[src/rtl/uart_rx.sv]
// 8N1 UART receiver: 2-flop input synchronizer, 16x oversampled mid-bit sampling,
// one-clk done / framing-error strobes. Define UART_RX_PARITY_EN for an even-parity bit.
module uart_rx #(
    parameter int NB_DATA      = 8,
    parameter int NB_STOP      = 16,
    parameter int OVERSAMPLING = 16
) (
    input  logic               clk,
    input  logic               i_rst,
    input  logic               i_tick,
    input  logic               i_data,
    output logic [NB_DATA-1:0] o_data,
    output logic               o_rxdone,
    output logic               o_frame_err,
    output logic               o_parity_err
);

    localparam int CNT_MAX = (NB_STOP > OVERSAMPLING) ? NB_STOP : OVERSAMPLING;
    localparam int CNT_W   = $clog2(CNT_MAX);
    localparam int BIT_W   = (NB_DATA > 1) ? $clog2(NB_DATA) : 1;

    localparam logic [CNT_W-1:0] MID_CNT  = CNT_W'(OVERSAMPLING / 2 - 1);
    localparam logic [CNT_W-1:0] BIT_CNT  = CNT_W'(OVERSAMPLING - 1);
    localparam logic [CNT_W-1:0] STOP_CNT = CNT_W'(NB_STOP - 1);
    localparam logic [BIT_W-1:0] LAST_BIT = BIT_W'(NB_DATA - 1);

    typedef enum logic [2:0] {
        IDLE,
        START,
        DATA,
        PARITY,
        STOP
    } state_t;

    state_t             state;
    logic [CNT_W-1:0]   tick_cnt;
    logic [BIT_W-1:0]   bit_cnt;
    logic [NB_DATA-1:0] shreg;
    logic               sync_p0;
    logic               sync_p1;
    logic               rx_s;

    // Synchronizer stage: i_data is asynchronous to clk, resets to the idle level.
    always_ff @(posedge clk) begin
        if (i_rst) begin
            sync_p0 <= 1'b1;
            sync_p1 <= 1'b1;
        end else begin
            sync_p0 <= i_data;
            sync_p1 <= sync_p0;
        end
    end

    assign rx_s = sync_p1;

`ifdef UART_RX_PARITY_EN
    logic par_bad;
`else
    assign o_parity_err = 1'b0;
`endif

    // Receive FSM stage: strobes default low and pulse for a single clk.
    always_ff @(posedge clk) begin
        if (i_rst) begin
            state       <= IDLE;
            tick_cnt    <= '0;
            bit_cnt     <= '0;
            shreg       <= '0;
            o_data      <= '0;
            o_rxdone    <= 1'b0;
            o_frame_err <= 1'b0;
`ifdef UART_RX_PARITY_EN
            o_parity_err <= 1'b0;
            par_bad      <= 1'b0;
`endif
        end else begin
            o_rxdone    <= 1'b0;
            o_frame_err <= 1'b0;
`ifdef UART_RX_PARITY_EN
            o_parity_err <= 1'b0;
`endif
            case (state)
                IDLE: begin
                    if (!rx_s) begin
                        state    <= START;
                        tick_cnt <= '0;
                    end
                end
                START: begin
                    if (i_tick) begin
                        if (tick_cnt == MID_CNT) begin
                            tick_cnt <= '0;
                            bit_cnt  <= '0;
                            state    <= rx_s ? IDLE : DATA;
                        end else begin
                            tick_cnt <= tick_cnt + 1'b1;
                        end
                    end
                end
                DATA: begin
                    if (i_tick) begin
                        if (tick_cnt == BIT_CNT) begin
                            tick_cnt <= '0;
                            shreg    <= {rx_s, shreg[NB_DATA-1:1]};
                            if (bit_cnt == LAST_BIT) begin
`ifdef UART_RX_PARITY_EN
                                state <= PARITY;
`else
                                state <= STOP;
`endif
                            end else begin
                                bit_cnt <= bit_cnt + 1'b1;
                            end
                        end else begin
                            tick_cnt <= tick_cnt + 1'b1;
                        end
                    end
                end
`ifdef UART_RX_PARITY_EN
                PARITY: begin
                    if (i_tick) begin
                        if (tick_cnt == BIT_CNT) begin
                            tick_cnt <= '0;
                            par_bad  <= (^shreg) ^ rx_s;
                            state    <= STOP;
                        end else begin
                            tick_cnt <= tick_cnt + 1'b1;
                        end
                    end
                end
`endif
                STOP: begin
                    if (i_tick) begin
                        if (tick_cnt == STOP_CNT) begin
                            tick_cnt <= '0;
                            state    <= IDLE;
                            if (rx_s) begin
`ifdef UART_RX_PARITY_EN
                                if (par_bad) begin
                                    o_parity_err <= 1'b1;
                                end else begin
                                    o_data   <= shreg;
                                    o_rxdone <= 1'b1;
                                end
`else
                                o_data   <= shreg;
                                o_rxdone <= 1'b1;
`endif
                            end else begin
                                // Framing error wins over any parity error.
                                o_frame_err <= 1'b1;
                            end
                        end else begin
                            tick_cnt <= tick_cnt + 1'b1;
                        end
                    end
                end
                default: begin
                    state    <= IDLE;
                    tick_cnt <= '0;
                end
            endcase
        end
    end

endmodule

[config.mk]
export PLATFORM = sky130hd
export DESIGN_NAME = uart_rx
export DESIGN_NICKNAME = d
export VERILOG_FILES = /design/src/rtl/uart_rx.sv
export SDC_FILE = /design/constraint.sdc
export NUM_CORES = 1
export LEC_CHECK = 0
export BUFFER_PORTS_ARGS = -buffer_cell sky130_fd_sc_hd__buf_2
export CAP_MARGIN = 30
export CORE_ASPECT_RATIO = 1.1
export CORE_MARGIN = 2
export CORE_UTILIZATION = 45
export DETAILED_ROUTE_END_ITERATION = 10
export GPL_TIMING_DRIVEN = 0
export PLACE_DENSITY = 0.74
export SLEW_MARGIN = 20
export SYNTH_ARGS = -nofsm -noshare
export SYNTH_HDL_FRONTEND = slang
export SYNTH_SLANG_ARGS = --single-unit
[constraint.sdc]
create_clock -name clk -period 2.4 [get_ports clk]
set_input_delay 0.6 -clock clk [delete_from_list [all_inputs] [get_ports clk]]
set_output_delay 0.6 -clock clk [all_outputs]
set_load 0.05 [all_outputs]
# After elaboration in Yosys (flattened, before gate mapping)
# Index checks and enable logic that the tools add are counted.
# op_classes
muxes	24
n_bitwise	3
order_cmp	0
n_eq_ne	16
reduce_logical	9
n_div	0
shifts	0
addsub	2
n_mul	0
# op_table
cell	n
two-way mux 3 bit	13
two-way mux 4 bit	5
inequality test 2 bit (second input constant)	9
one-hot mux 3 bit (4 select lines)	1
one-hot mux 4 bit (3 select lines)	1
AND reduction 8 bit	1
equality test 3 bit (second input constant)	2
one-hot mux 3 bit (2 select lines)	1
AND reduction 3 bit	2
AND reduction 6 bit	1
adder 4 x 1 -> 4 bit (second input constant)	1
equality test 4 x 3 -> 1 bit (second input constant)	1
equality test 4 bit (second input constant)	1
AND reduction 4 bit	1
OR reduction 4 bit	1
adder 3 x 1 -> 3 bit (second input constant)	1
equality test 3 x 1 -> 1 bit (second input constant)	1
equality test 3 x 2 -> 1 bit (second input constant)	1
zero test 3 bit	1
inverter 1 bit	3
two-way mux 1 bit	2
two-way mux 2 bit	1
inequality test 2 x 1 -> 1 bit (second input constant)	1
nonzero test 2 bit	1
OR reduction 2 bit	1
# totals
rom_bits	0
memories	0
regBits	30
output_inout_bits	11
wordCells	63
latch_bits	0
ramBits	0
inputBits	4

# Longest topological paths before layout
# depth
word_depth	5
ltp_mapped	6
mapped_depth_nobuf	6

# Worst setup path after synthesis
# OpenSTA, ideal clock, no wires.
# synth_timing
path_kind	input -> register
from	input port i_tick
to	register tick_cnt[1]
arrival_ns	1.645
slack_ns	0.628
path_stages	5
n_path_buf	0
path_cell_list	or4b_2 > o21ai_0 > a21o_2 > mux2i_1 > nor2_1
# synth_via
elab_chain_cells	2
elab_cells_between_ends	3
classes_between	eq/ne: 2; reduce/logical: 1
# synth_rtl
element	line_no	text
start, declared	10	input logic i_tick,
inequality test 2 x 1 -> 1 bit (no source line) or inequality test 2 bit (tied branches)	n/a	
AND reduction 3 bit (no source line) (*)	n/a	
end signal, assigned	96	tick_cnt <= tick_cnt + 1'b1;
end signal, assigned	115	tick_cnt <= tick_cnt + 1'b1;
end signal, assigned	154	tick_cnt <= tick_cnt + 1'b1;
end, declared	36	logic [CNT_W-1:0] tick_cnt;
# Every way passes the cells marked *; elsewhere a longest branch is shown, timed or not.
# A chain may end at the register's enable or synchronous reset.

# Worst setup path after layout
# layout_timing
from	register tick_cnt[0]
to	register state[1]
# layout_via
elab_chain_cells	3
elab_cells_between_ends	6
classes_between	eq/ne: 5; reduce/logical: 1
# layout_rtl
element	line_no	text
equality test 4 bit or equality test 4 x 3 -> 1 bit (tied branches)	102, 134, 91	
inequality test 2 bit (no source line)	n/a	
AND reduction 8 bit (no source line) (*)	n/a	
end signal, assigned	94	state <= rx_s ? IDLE : DATA;
end, declared	35	state_t state;
# Marked as above.

==> results by group <==
Clocking
  • # hold bufs at CTS: 0
  • Setup bufs post-CTS: 0
  • Worst skew pair latency: 330 ps
  • Clock slew seen by the registers of the worst setup and hold paths: 100 ps
  • Clock sinks: 30
  • CTS max path bufs: 2
  • Clock Root Buffer: clkbuf_4
  • H-tree depth: 2
  • TritonCTS clock tree: done
  • CTS buffer count: 5
  • Post-CTS sizing: 0

STA
  • Worst Tran Pin Value: 491 ps
  • Final Skew: 11.6 ps
  • RSZ-0062 raised after global routing: false
  • Final hold violations: 0
  • FMAX: 516 MHz
  • Final worst path period share: 0.807
  • Period minus WS final: 1940 ps
  • TNS Setup: 0 ps
  • Setup-failing EPs final: 0
  • Hold slack final: 431 ps
  • Slew Limit Fails: 0
  • Slew HR: 0.664

Setup path
  • Crit path kind: flip-flop to flip-flop
  • End of the worst register-to-register path: state[1]
  • Top delay family on crit path: simple AND/OR/NAND/NOR gates
  • Buf/Inv on CP: 0
  • Levels on crit path: 6
  • Critical R2R Launch: tick_cnt[0]
  • Slowest-stage cell, CP: nor4_2
  • Critical Path Start: tick_cnt[0]
  • Setup crit end: state[1]
  • Flop2flop setup slack: 460 ps
  • Slowest stage delay, CP: 480 ps
  • Worst setup SP type: flip-flop
  • Reg2Reg Depth: 6
  • Worst-path cell chain: ha_1, nand4_1, and2b_1, nor4_2, mux2i_1, nor2_1
  • WP data arrival: 2160 ps
  • Crit path max fanout: 4
  • WP data required: 2620 ps
  • Crit end category: flip-flop

Layout
  • ANT cells: 0
  • Synth-to-Final Area Change: 16.2%
  • Share of layout cells above drive strength 1: 0.211
  • Finished Layout Cells: 194
  • Commonest non-fill, non-tap cell in the layout: dfxtp_1
  • Nets: 167
  • Most frequent cells in the layout: dfxtp_1, nor2_1, mux2i_1, buf_2

GRT
  • Number of global-route vias before repair: 951
  • First-pass GRT wire length: 4.08 mm
  • Pin count of the biggest net entering global routing: 11
  • Gr ovfl total: 0
  • Initial antenna violation count: 0
  • Gr usage total: 0.154

Yosys
  • Synth cell types: 38
  • Syn Area/Cell: 9.58 µm²
  • Yosys reg bits: 30
  • Synth Instances: 140
  • Syn_nets: 147
  • Post-Syn Area: 1340 µm²
  • YS warnings: 0
  • Register area share after synthesis: 0.448

Floorplanning
  • Die Height: 61.3 µm
  • Row count: 20
  • Die Wd: 56.1 µm
  • IO Count: 15
  • Die area: 3430 µm²
  • Core area: 2800 µm²
  • Initial Utilization: 0.479

Power and ir drop
  • VDD IR-drop max: 0.000527 V
  • Leakage power: 0.668 nW
  • PwrDens: 752 nW/µm²

Placement
  • DP Cell Count: 186
  • Final HPWL DP: 1.77 mm
  • RePlAce Congestion: 0.737
  • Port bufs: 13

Routing
  • Vias per inst: 5.31
  • Avg WL per Cell: 12.6 µm
  • Post-route DRC violation count: 0
  • Initial DRC count: 36
  • Total vias in the final route: 1031
  • Routed WL: 2.44 mm
  • DR pass1 iterations: 4
  • Post-DRT Antenna Nets: 0

Run
  • Max-Cap Viols: 0

Outcome
  • Status: complete, no violations

Worst hold path
  • Class of the worst hold path: flip-flop to flip-flop
  • Min-delay src: sync_p0
[flip-flops by register name (all words and copies together) (netlist names)]
register     flops
tick_cnt         4
o_rxdone         1
rx_s             1
state            3
shreg            8
o_frame_err      1
bit_cnt          3
o_data           8
sync_p0          1
[per-stage QoR]
stage | utilization | cell area [µm²] | power, mW | setup WS [ps]
2_1_floorplan | - | 1340 | 0.635 | 628
3_3_place_gp | 0.517 | 1450 | 0.656 | 349
3_5_place_dp | 0.517 | 1450 | 0.661 | 317
4_1_cts | 0.556 | 1560 | 1.18 | 459
5_1_grt | 0.556 | 1560 | 1.21 | 281
6_report | 0.556 | 1560 | 1.17 | 463
[cells by family after synthesis]
kind of cell | after synthesis | share of synthesized area
muxes | 19 | 0.142
buffers and inverters | 9 | 0.0420
DFF | 30 | 0.448
adders and majority gates | 3 | 0.0280
and+or+nand+nor | 59 | 0.238
other | 1 | 0.00280
xor gates and xnor gates | 3 | 0.0196
AOI/OAI and AO/OA | 16 | 0.0802
[cell type report]
| type | instances | area, µm² |
|---|---|---|
| sequential | 30 | 601 |
| inverter | 1 | 3.75 |
| buffer | 8 | 52.6 |
| clock buffer | 6 | 51.3 |
| multi-input combinational | 101 | 684 |
| timing repair buffer | 13 | 65.1 |
| clock inverter | 2 | 60.1 |
| fill | 266 | 1240 |
| tap | 33 | 41.3 |
[worst min-delay path by stage]
| stage | end | slack, ps | cells after the start |
|---|---|---|---|
| final | rx_s | 430 | 1 |
| after CTS | rx_s | 440 | 1 |
| after global placement | rx_s | 400 | 1 |
| after floorplan | rx_s | 390 | 1 |
| after global routing | sync_p0 | 460 | 2 |
| after detailed placement | rx_s | 410 | 1 |
[cells in the mapped netlist]
master,n,share of area
nor4_1,1,0.0047
buf_4,2,0.011
conb_1,1,0.0028
or2_2,2,0.0093
and2_1,2,0.0093
nand4_1,1,0.0047
xnor2_1,2,0.013
a2bb2oi_1,1,0.0065
nand2_4,1,0.0084
o21ai_0,6,0.022
or4b_2,1,0.0075
and4bb_1,1,0.0093
nand3_1,4,0.015
dfxtp_1,30,0.45
a21oi_1,4,0.015
nand2b_1,5,0.023
inv_1,1,0.0028
ha_1,3,0.028
or3_1,1,0.0047
buf_6,2,0.017
or2b_1,1,0.0056
mux2i_1,19,0.14
o22ai_1,1,0.0047
a21o_2,1,0.0065
nor2_2,1,0.0047
nand2_1,6,0.017
clkbuf_1,4,0.011
nor3_1,3,0.011
a311oi_1,1,0.0065
or3b_4,1,0.0084
nor4_2,1,0.0093
xor2_1,1,0.0065
or4b_1,1,0.0075
o21ai_4,1,0.012
nor2_1,24,0.067
or4_1,1,0.0056
and2b_1,1,0.0056
a2111oi_0,1,0.0065
[power by group]
part	leakage [nW]	switching [mW]	internal (mW)
registers	0.242	0.00397	0.505
clock network	0.0585	0.170	0.353
logic	0.367	0.0794	0.0621
[per-layer routing]
metal,global-route usage,part of all wire,up-vias
met4,0.0578,0.0053,0
li1,-,-,523
met2,0.281,0.48,18
met5,0,0,-
met1,0.168,0.46,488
met3,0.0567,0.053,2
Power figures use the tool's default switching activity.
